**config.mk**
```make
export PLATFORM = sky130hd
export DESIGN_NAME = mcam_multi_guard_flat
export DESIGN_NICKNAME = d
export VERILOG_FILES = /design/src/rtl/mcam_bus_if.sv /design/src/rtl/mcam_multi_guard.sv /design/src/flat_wrapper.sv
export SDC_FILE = /design/constraint.sdc
export NUM_CORES = 1
export LEC_CHECK = 0
export ABC_CLOCK_PERIOD_IN_PS = 3600
export BUFFER_PORTS_ARGS = -buffer_cell sky130_fd_sc_hd__buf_2
export CAP_MARGIN = 20
export CORE_MARGIN = 4
export CORE_UTILIZATION = 36
export CTS_BUF_LIST = sky130_fd_sc_hd__clkbuf_8
export DETAILED_ROUTE_END_ITERATION = 8
export GPL_ROUTABILITY_DRIVEN = 0
export PLACE_DENSITY = 0.83
export SLEW_MARGIN = 20
export SYNTH_ARGS = -nofsm -noshare
export SYNTH_HDL_FRONTEND = slang
export SYNTH_SLANG_ARGS = --single-unit
```
**constraint.sdc**
```tcl
create_clock -name mclk -period 3.6 [get_ports mclk]
set_input_delay 0.72 -clock mclk [delete_from_list [all_inputs] [get_ports mclk]]
set_output_delay 0.72 -clock mclk [all_outputs]
set_load 0.005 [all_outputs]
```
**src/rtl/mcam_bus_if.sv**
```systemverilog
// CPU-side memory port as seen by the access guard: data address/qualifier,
// instruction address, and read data on its way from memory to the CPU.
interface mcam_bus_if #(
  parameter int ADDR_W = 16
);
  // No handshake: every field is sampled each cycle; mem_en alone qualifies a data access.
  logic [ADDR_W-1:0] mem_addr;
  logic              mem_en;
  logic [15:0]       mem_din;
  logic [15:0]       mem_dout;
  logic [15:0]       ins_addr;

  modport master (output mem_addr, mem_en, mem_din, ins_addr, input mem_dout);
  modport slave  (input mem_addr, mem_en, mem_din, ins_addr, output mem_dout);
endinterface

```
**src/rtl/mcam_multi_guard.sv**
```systemverilog
// Multi-region memory access guard: per-region entry tracking, violation
// detection, read-data masking, a stretched reset pulse and a sticky log.
module mcam_multi_guard #(
  parameter int                          NUM_REGIONS = 2,
  parameter int                          ADDR_W      = 16,
  parameter int                          RIDX_W      = 1,
  parameter logic [16*NUM_REGIONS-1:0]   SAFE_LO     = {NUM_REGIONS{16'd200}},
  parameter logic [16*NUM_REGIONS-1:0]   SAFE_HI     = {NUM_REGIONS{16'd200}},
  parameter logic [16*NUM_REGIONS-1:0]   CODE_LO     = {NUM_REGIONS{16'd200}},
  parameter logic [16*NUM_REGIONS-1:0]   CODE_HI     = {NUM_REGIONS{16'd200}},
  parameter int                          RST_HOLD    = 4
) (
  input  logic                   mclk,
  input  logic                   reset_n,
  mcam_bus_if.slave              bus,
  input  logic                   disable_debug,
  input  logic                   viol_clr,
  output logic [NUM_REGIONS-1:0] in_safe_area,
  output logic                   reset,
  output logic                   viol_valid,
  output logic [RIDX_W-1:0]      viol_region,
  output logic [1:0]             viol_cause
);
  localparam int              CNT_W    = (RST_HOLD > 1) ? $clog2(RST_HOLD) : 1;
  localparam logic [CNT_W-1:0] CNT_LOAD = CNT_W'(RST_HOLD - 1);

  typedef enum logic {IDLE = 1'b0, HOLD = 1'b1} state_e;

  state_e                  state_q, state_d;
  logic [CNT_W-1:0]        cnt_q, cnt_d;
  logic [NUM_REGIONS-1:0]  allow_q, allow_d;
  logic [NUM_REGIONS-1:0]  in_safe, in_code, at_entry, dv, ev;
  logic                    viol_valid_q, viol_valid_d;
  logic [RIDX_W-1:0]       viol_region_q, viol_region_d, first_idx;
  logic [1:0]              viol_cause_q, viol_cause_d, first_cause;
  logic [15:0]             addr16;
  logic                    viol_any, hold;

  generate
    if (ADDR_W >= 16) begin : g_addr_trunc
      assign addr16 = bus.mem_addr[15:0];
    end else begin : g_addr_ext
      assign addr16 = {{(16-ADDR_W){1'b0}}, bus.mem_addr};
    end
  endgenerate

  always_comb begin
    in_safe  = '0;
    in_code  = '0;
    at_entry = '0;
    for (int i = 0; i < NUM_REGIONS; i++) begin
      in_safe[i]  = (addr16 >= SAFE_LO[16*i +: 16]) && (addr16 <= SAFE_HI[16*i +: 16]);
      in_code[i]  = (bus.ins_addr >= CODE_LO[16*i +: 16]) && (bus.ins_addr <= CODE_HI[16*i +: 16]);
      at_entry[i] = (bus.ins_addr == CODE_LO[16*i +: 16]);
    end
  end

  assign dv       = {NUM_REGIONS{bus.mem_en}} & in_safe & ~allow_q;
  assign ev       = in_code & ~at_entry & ~allow_q;
  assign viol_any = |(dv | ev);

  // Descending scan so the lowest violating region ends up recorded.
  always_comb begin
    first_idx   = '0;
    first_cause = '0;
    for (int i = NUM_REGIONS - 1; i >= 0; i--) begin
      if (dv[i] | ev[i]) begin
        first_idx   = RIDX_W'(i);
        first_cause = {ev[i], dv[i]};
      end
    end
  end

  // FSM: state register
  always_ff @(posedge mclk or negedge reset_n) begin
    if (!reset_n) begin
      state_q <= IDLE;
      cnt_q   <= '0;
    end else begin
      state_q <= state_d;
      cnt_q   <= cnt_d;
    end
  end

  // FSM: next state; any new violation restarts the full hold length
  always_comb begin
    state_d = state_q;
    cnt_d   = cnt_q;
    case (state_q)
      IDLE: begin
        if (viol_any && !disable_debug) begin
          state_d = HOLD;
          cnt_d   = CNT_LOAD;
        end
      end
      HOLD: begin
        if (disable_debug) begin
          state_d = IDLE;
          cnt_d   = '0;
        end else if (viol_any) begin
          cnt_d = CNT_LOAD;
        end else if (cnt_q == '0) begin
          state_d = IDLE;
        end else begin
          cnt_d = cnt_q - CNT_W'(1);
        end
      end
    endcase
  end

  // FSM: outputs
  always_comb begin
    hold         = (state_q == HOLD);
    reset        = hold & ~disable_debug;
    bus.mem_dout = (!disable_debug && (reset || (|dv))) ? 16'h0000 : bus.mem_din;
  end

  always_comb begin
    allow_d = allow_q;
    for (int i = 0; i < NUM_REGIONS; i++) begin
      if (hold)             allow_d[i] = 1'b0;
      else if (at_entry[i]) allow_d[i] = 1'b1;
      else if (!in_code[i]) allow_d[i] = 1'b0;
    end
  end

  // A violation arriving together with viol_clr wins over the clear.
  always_comb begin
    viol_valid_d  = viol_valid_q;
    viol_region_d = viol_region_q;
    viol_cause_d  = viol_cause_q;
    if (viol_any && (!viol_valid_q || viol_clr)) begin
      viol_valid_d  = 1'b1;
      viol_region_d = first_idx;
      viol_cause_d  = first_cause;
    end else if (viol_clr) begin
      viol_valid_d  = 1'b0;
      viol_region_d = '0;
      viol_cause_d  = '0;
    end
  end

  always_ff @(posedge mclk or negedge reset_n) begin
    if (!reset_n) begin
      allow_q       <= '0;
      viol_valid_q  <= 1'b0;
      viol_region_q <= '0;
      viol_cause_q  <= '0;
    end else begin
      allow_q       <= allow_d;
      viol_valid_q  <= viol_valid_d;
      viol_region_q <= viol_region_d;
      viol_cause_q  <= viol_cause_d;
    end
  end

  assign in_safe_area = allow_q;
  assign viol_valid   = viol_valid_q;
  assign viol_region  = viol_region_q;
  assign viol_cause   = viol_cause_q;
endmodule

```
**src/flat_wrapper.sv**
```systemverilog
// flat-port wrapper written by rule: the top's interface ports become plain ports
module mcam_multi_guard_flat 
#(
  parameter int                          NUM_REGIONS = 2,
  parameter int                          ADDR_W      = 16,
  parameter int                          RIDX_W      = 1,
  parameter logic [16*NUM_REGIONS-1:0]   SAFE_LO     = {NUM_REGIONS{16'd200}},
  parameter logic [16*NUM_REGIONS-1:0]   SAFE_HI     = {NUM_REGIONS{16'd200}},
  parameter logic [16*NUM_REGIONS-1:0]   CODE_LO     = {NUM_REGIONS{16'd200}},
  parameter logic [16*NUM_REGIONS-1:0]   CODE_HI     = {NUM_REGIONS{16'd200}},
  parameter int                          RST_HOLD    = 4
)
  (mclk, reset_n, disable_debug, viol_clr, in_safe_area, reset, viol_valid, viol_region, viol_cause, bus_mem_addr, bus_mem_en, bus_mem_din, bus_ins_addr, bus_mem_dout);
  mcam_bus_if #(.ADDR_W(ADDR_W)) bus_i ();
  input  logic mclk;
  input  logic reset_n;
  input  logic disable_debug;
  input  logic viol_clr;
  output logic [NUM_REGIONS-1:0] in_safe_area;
  output logic reset;
  output logic viol_valid;
  output logic [RIDX_W-1:0] viol_region;
  output logic [1:0] viol_cause;
  input wire logic [$bits(bus_i.mem_addr)-1:0] bus_mem_addr;
  input wire logic [$bits(bus_i.mem_en)-1:0] bus_mem_en;
  input wire logic [$bits(bus_i.mem_din)-1:0] bus_mem_din;
  input wire logic [$bits(bus_i.ins_addr)-1:0] bus_ins_addr;
  output wire logic [$bits(bus_i.mem_dout)-1:0] bus_mem_dout;
  assign bus_i.mem_addr = bus_mem_addr;
  assign bus_i.mem_en = bus_mem_en;
  assign bus_i.mem_din = bus_mem_din;
  assign bus_i.ins_addr = bus_ins_addr;
  assign bus_mem_dout = bus_i.mem_dout;
  mcam_multi_guard #(.NUM_REGIONS(NUM_REGIONS), .ADDR_W(ADDR_W), .RIDX_W(RIDX_W), .SAFE_LO(SAFE_LO), .SAFE_HI(SAFE_HI), .CODE_LO(CODE_LO), .CODE_HI(CODE_HI), .RST_HOLD(RST_HOLD)) u_core (.mclk(mclk), .reset_n(reset_n), .bus(bus_i), .disable_debug(disable_debug), .viol_clr(viol_clr), .in_safe_area(in_safe_area), .reset(reset), .viol_valid(viol_valid), .viol_region(viol_region), .viol_cause(viol_cause));
endmodule
```
==> results of run 1 <==
power by group:
group | total (uW) | switching, uW | internal, uW
Clock | 107 | 33.5 | 73.7
Sequential | 82.6 | 0.843 | 81.8
Combinational | 64.7 | 26.6 | 38.1
Total | 254 | 61.0 | 193
routing by layer:
layer	track usage, %	wire length (um)	vias up
met1	19.4	804	366
met2	29.8	975	56
met4	5.38	8	0
li1	-	-	428
met3	2.08	255	2
met5	0	0	-
worst max-delay path, stage by stage:
cell,delay [ns]
buf_2,0.10
nor4bb_1,0.33
and3_1,0.63
a21oi_1,0.14
buf_2,0.16
cells by family (layout without fill, tap and decap cells):
logic type               count (synthesis)  after routing  synth area share, %
AND/OR/NAND/NOR                         37             37                 33.7
AO/OA/AOI/OAI                           24             24                 23.0
flip-flops                               7              7                 27.1
buffers and inverters                   13             83                 13.7
other                                    1              1                0.580
adder cells (fa/ha/maj)                  1              1                 1.93
state kept, by name, indices dropped and copies added, names as in the netlist:
register	flops
u_core.cnt_q	2
u_core.viol_cause	2
u_core.viol_valid	1
u_core.in_safe_area	1
u_core.hold	1
cell usage after synthesis, drive strengths merged:
master   number
ha            1
nor4bb        1
o311a         1
a21oi        18
nand2        17
o32ai         1
dfrtp         7
nor3          2
a211o         2
nor2          2
and3          1
nor4          2
nand3         1
buf           8
o2bb2ai       1
o21bai        1
conb          1
nor2b         1
nand2b        3
inv           5
nor4b         5
nand4         1
and3b         1
layout make-up:
cell class	count	area, um2
Tap cell	25	31.3
Inverter	5	18.8
Multi-Input combinational cell	63	383
Clock buffer	3	41.3
Fill cell	171	684
Timing Repair Buffer	74	370
Clock inverter	1	3.75
Sequential cell	7	175
worst paths after layout:
kind	from	to	slack (ns)	depth (start not counted)
min in group mclk	u_core.viol_cause[0]$_DFFE_PN0P_	u_core.viol_cause[0]$_DFFE_PN0P_	0.54	2
worst min-delay path	reset_n	u_core.hold$_DFF_PN0_	0.32	1
worst max register to register	u_core.in_safe_area[0]$_DFFE_PN0P_	u_core.cnt_q[0]$_DFFE_PN0P_	1.98	3
worst min register to register	u_core.viol_cause[0]$_DFFE_PN0P_	u_core.viol_cause[0]$_DFFE_PN0P_	0.54	2
max in group asynchronous	reset_n	u_core.in_safe_area[0]$_DFFE_PN0P_	3.12	1
worst max-delay path	bus_mem_addr[5]	bus_mem_dout[8]	0.80	5
through the flow:
step / std cells / hold WS (ns) / total power (uW) / cell area, um2
finish: 178 / 0.323 / 254 / 1020
global route: 178 / 0.327 / 270 / 1020
CTS: 178 / 0.326 / 258 / 1020
detailed placement: 174 / 0.525 / 149 / 978
global placement: 174 / 0.518 / 146 / 978
floorplan: 83 / 0.424 / 108 / 647
==> key figures, run 1 <==
Yosys
  – Post-synth top area share: 27.1%
  – Cells after synthesis: 83
  – Cell taking the most area after synthesis: dfrtp_1
  – Synth area leaders: dfrtp_1 27%, a21oi_1 13%, nand2_1 9.9%
  – Synth Area per Inst: 7.79 um2
  – Yosys cell types: 29
  – Cell Area, Synth: 647 um2
  – Synth Warn #: 0
  – Synthesized net count: 137
  – Register area share after synthesis: 27.1%
  – Synthesized flop and latch total: 7

Route
  – # DRC: 0
  – Drt total wl: 2040 um
  – Initial DRC Count: 10
  – WL/cell: 11.5 um
  – Via density: around 4.8
  – Vias after detailed routing: 852
  – First-pass iteration count of the detailed router: 4
  – Post-route ant nets: 0

Timing
  – Final Setup Violations: 0
  – RSZ-0062 raised after global routing: no
  – Final Hold Vio Count: 0
  – Fin crit period: 2.80 ns
  – Worst Max-Slew Pin Slew: around 0.65 ns
  – Maximum clock rate: between 300 and 400 MHz
  – Max-Slew Margin vs Limit: 57.0%
  – Setup TNS: 0 ns
  – Tcrit/Tclk final: 77.9%
  – Post-Route Skew: 0.000470 ns
  – Final WS setup: 0.797 ns
  – Final Max Tran Viols: 0

Global route
  – Largest net degree at the start of global routing: 20
  – GRT Util Overall: 16.3%
  – Initial antenna violation count: 0
  – Vias in the first global route: 856
  – Global-route wire length before repair: about 3300 um
  – Total grt overflow: 0

Layout
  – Layout cells sized above 1: 54.2%
  – Core Util, Final: 59.9%
  – Final Net Count: 208
  – Area Growth Syn to Fin: 58.2%
  – Leading cell type in the layout, fill and taps excluded: buf_2
  – Most frequent cells in the layout: 74 x buf_2, 17 x nand2_1, 17 x a21oi_1, 7 x dfrtp_1, 6 x inv_1
  – Ant diodes: 0

Setup path
  – CP Data Required Time: 2.88 ns
  – Critical path fanouts, max: 19
  – Crit Path Category: in -> out
  – Critical Path AT: around 2.1 ns
  – Startpoint Class: input pin
  – CP endpoint kind: output port

Outcome
  – Status: complete, no violations

CTS
  – Clock buffer depth: 2
  – Setup Buffers After CTS: 0
  – Hold-fix buffers, CTS: 0
  – Total CTS buffers: 3
  – TritonCTS clock tree: yes
  – Clk sinks: 7
  – Root Buffer: clkbuf_8
  – Later-pin clock latency in the skew report: ~0.22 ns
  – H-tree levels: 1
  – Clk slew on worst S/H paths: 0.04 ns
  – CTS resizes: 0

Floorplanning
  – Initial core utilization: between 30% and 40%
  – Chip width: 50.4 um
  – Core ar.: 1710 um2
  – Row cnt: 15
  – I/O Pins: 76
  – Die Y: 50.4 um
  – Die Area: around 2500 um2

Placement
  – Place WS: 0.818 ns
  – PortBufs: 74
  – HPWL after DPL: 1750 um

Power and ir drop
  – P per Cell Area: 249 nW/um2
  – Leakage: 0.000609 uW
  – VDD IR-drop max: approximately 0.18 mV

Flow run
  – Max Cap Violations: 0

Worst hold path
  – Worst hold path type: in -> async
Note: power is estimated with default switching activity, not from simulation.
==> run 2: changes to the inputs <==
--- a/config.mk
+++ b/config.mk
@@ -5,15 +5,15 @@
 export SDC_FILE = /design/constraint.sdc
 export NUM_CORES = 1
 export LEC_CHECK = 0
-export ABC_CLOCK_PERIOD_IN_PS = 3600
+export ABC_CLOCK_PERIOD_IN_PS = 2800
 export BUFFER_PORTS_ARGS = -buffer_cell sky130_fd_sc_hd__buf_2
 export CAP_MARGIN = 20
 export CORE_MARGIN = 4
-export CORE_UTILIZATION = 36
+export CORE_UTILIZATION = 34
 export CTS_BUF_LIST = sky130_fd_sc_hd__clkbuf_8
 export DETAILED_ROUTE_END_ITERATION = 8
 export GPL_ROUTABILITY_DRIVEN = 0
-export PLACE_DENSITY = 0.83
+export PLACE_DENSITY = 0.79
 export SLEW_MARGIN = 20
 export SYNTH_ARGS = -nofsm -noshare
 export SYNTH_HDL_FRONTEND = slang
==> constraint.sdc (replaced) <==
create_clock -name mclk -period 2.8 [get_ports mclk]
set_input_delay 0.56 -clock mclk [delete_from_list [all_inputs] [get_ports mclk]]
set_output_delay 0.56 -clock mclk [all_outputs]
set_load 0.005 [all_outputs]
==> key figures, run 2 (synthesis gave the netlist of run 1 again) <==
Outcome
  – Status: complete, no violations

Timing
  – Post-Route Skew: 0.00248 ns
  – Maximum clock rate: about 410 MHz
  – RSZ-0062 raised after global routing: no
  – Tcrit/Tclk final: 86.8%
  – Max-Slew Margin vs Limit: 60.4%
  – Worst Max-Slew Pin Slew: 0.594 ns
  – Final Setup Violations: 0
  – Fin crit period: 2.43 ns
  – Final Hold Vio Count: 0
  – Final Max Tran Viols: 0
  – Setup TNS: 0 ns
  – WHS: about 0.16 ns

Route
  – Drt total wl: 2240 um
  – Initial DRC Count: 18
  – Post-route ant nets: 0
  – Vias after detailed routing: a little under 900
  – # DRC: 0
  – Via density: 4.93
  – WL/cell: ~12 um
  – First-pass iteration count of the detailed router: 4

Placement
  – HPWL after DPL: between 1500 and 2000 um
  – PortBufs: 74

Floorplanning
  – Core ar.: 1760 um2
  – Initial core utilization: 36.7%
  – Die Area: 2660 um2
  – Chip width: 51.6 um
  – Die Y: 51.6 um
  – Row cnt: 15
  – I/O Pins: 76

Power and ir drop
  – P per Cell Area: 316 nW/um2
  – Leakage: 0.000620 uW
  – Power, Total: 328 uW
  – VDD IR-drop max: approximately 0.3 mV

Layout
  – Leading cell type in the layout, fill and taps excluded: buf_2
  – Core Util, Final: 58.9%
  – Most frequent cells in the layout: 74 x buf_2, 17 x nand2_1, 17 x a21oi_1, 7 x dfrtp_1, 6 x inv_1
  – Ant diodes: 0
  – Fillers: 181
  – Final Net Count: 210
  – Area Growth Syn to Fin: 60.5%
  – Layout cells sized above 1: 54.8%

Global route
  – Global-route wire length before repair: 3400 um
  – Largest net degree at the start of global routing: 18
  – Vias in the first global route: around 860
  – Initial antenna violation count: 0
  – Total grt overflow: 0
  – GRT Util Overall: 16.7%

Setup path
  – Top delay family on crit path: simple AND/OR/NAND/NOR gates
  – Crit Path Category: in -> out
  – CP endpoint kind: output port
  – Register-to-register setup slack: between 1 and 1.5 ns
  – Critical path fanouts, max: 17
  – CP max stage delay: 0.58 ns
  – Worst-path cell chain: buf_2, nor4bb_1, and3_1, a21oi_1, buf_2
  – Startpoint Class: input pin
  – Most used cell, CP: buf_2
  – Critical Path AT: 1.87 ns
  – CP bufs+invs: 2
  – Slowest-stage cell, CP: and3_1
  – CP Data Required Time: between 2 and 2.5 ns

CTS
  – CTS resizes: 0
  – Total CTS buffers: 3
  – Hold-fix buffers, CTS: 0
  – Later-pin clock latency in the skew report: approximately 0.23 ns
  – H-tree levels: 1
  – Clk slew on worst S/H paths: 0.04 ns
  – Clock buffer depth: 2
  – Setup Buffers After CTS: 0
  – Root Buffer: clkbuf_8
  – TritonCTS clock tree: yes
  – Clk sinks: 7

Worst hold path
  – Worst hold path type: in -> async

Flow run
  – Max Cap Violations: 0
## run 2: changes by cell type in the layout (fill, tap and decap cells not counted), sizes merged
cell / delta
buf: +2
## run 2: worst paths after layout
| kind | start | end | cells past startpoint |
|---|---|---|---|
| min in group mclk | bus_ins_addr[2] | u_core.in_safe_area[0]$_DFFE_PN0P_ | 2 |
| min reg2reg | u_core.viol_cause[1]$_DFFE_PN0P_ | u_core.viol_cause[1]$_DFFE_PN0P_ | 1 |
| max reg2reg | u_core.in_safe_area[0]$_DFFE_PN0P_ | u_core.hold$_DFF_PN0_ | 4 |
| max in group asynchronous | reset_n | u_core.viol_valid$_DFFE_PN0P_ | 1 |
| max | bus_mem_addr[5] | bus_mem_dout[2] | 5 |
| min | reset_n | u_core.hold$_DFF_PN0_ | 1 |
## run 2: final cells by class
class                      count  area (um2)  share of cell area, %
inverter                       5        18.8                   1.81
tap                           25        31.3                   3.01
multi-input combinational     63         383                   36.9
clock inverter                 1        3.75                  0.361
clock buffer                   3        41.3                   3.98
timing repair buffer          76         385                   37.1
sequential                     7         175                   16.9
## run 2: layer usage
| layer | part of all wire [%] | GRT usage, % | up-vias |
|---|---|---|---|
| li1 | - | - | 437 |
| met1 | 37 | 17.2 | 384 |
| met2 | 47 | 29.9 | 60 |
| met3 | 13 | 4.30 | 6 |
| met4 | 2.5 | 10.0 | 0 |
| met5 | 0 | 0 | - |
## run 2: power by group
| group | leakage, uW | switching (uW) | total (uW) | internal (uW) |
|---|---|---|---|---|
| Sequential | 0.0000940 | 1.34 | 106 | 105 |
| Combinational | 0.000499 | 34.4 | 83.2 | 48.8 |
| Clock | 0.0000269 | 43.6 | 138 | 94.7 |
| Total | 0.000620 | 79.4 | 328 | 249 |
## run 2: worst reg2reg max path: stages (launching register included)
cell,delay [ns]
dfrtp_1,0.39
nor4b_2,0.30
and3b_1,0.58
buf_4,0.23
o2bb2ai_1,0.11
## run 2: stage by stage
step / cells / instance area [um2] / setup WS [ns]
global placement: 176 / 993 / 0.442
finish: 180 / 1040 / 0.371
global route: 180 / 1040 / 0.207
CTS: 180 / 1040 / 0.385
floorplan: 83 / 647 / 0.876
detailed placement: 176 / 993 / 0.398
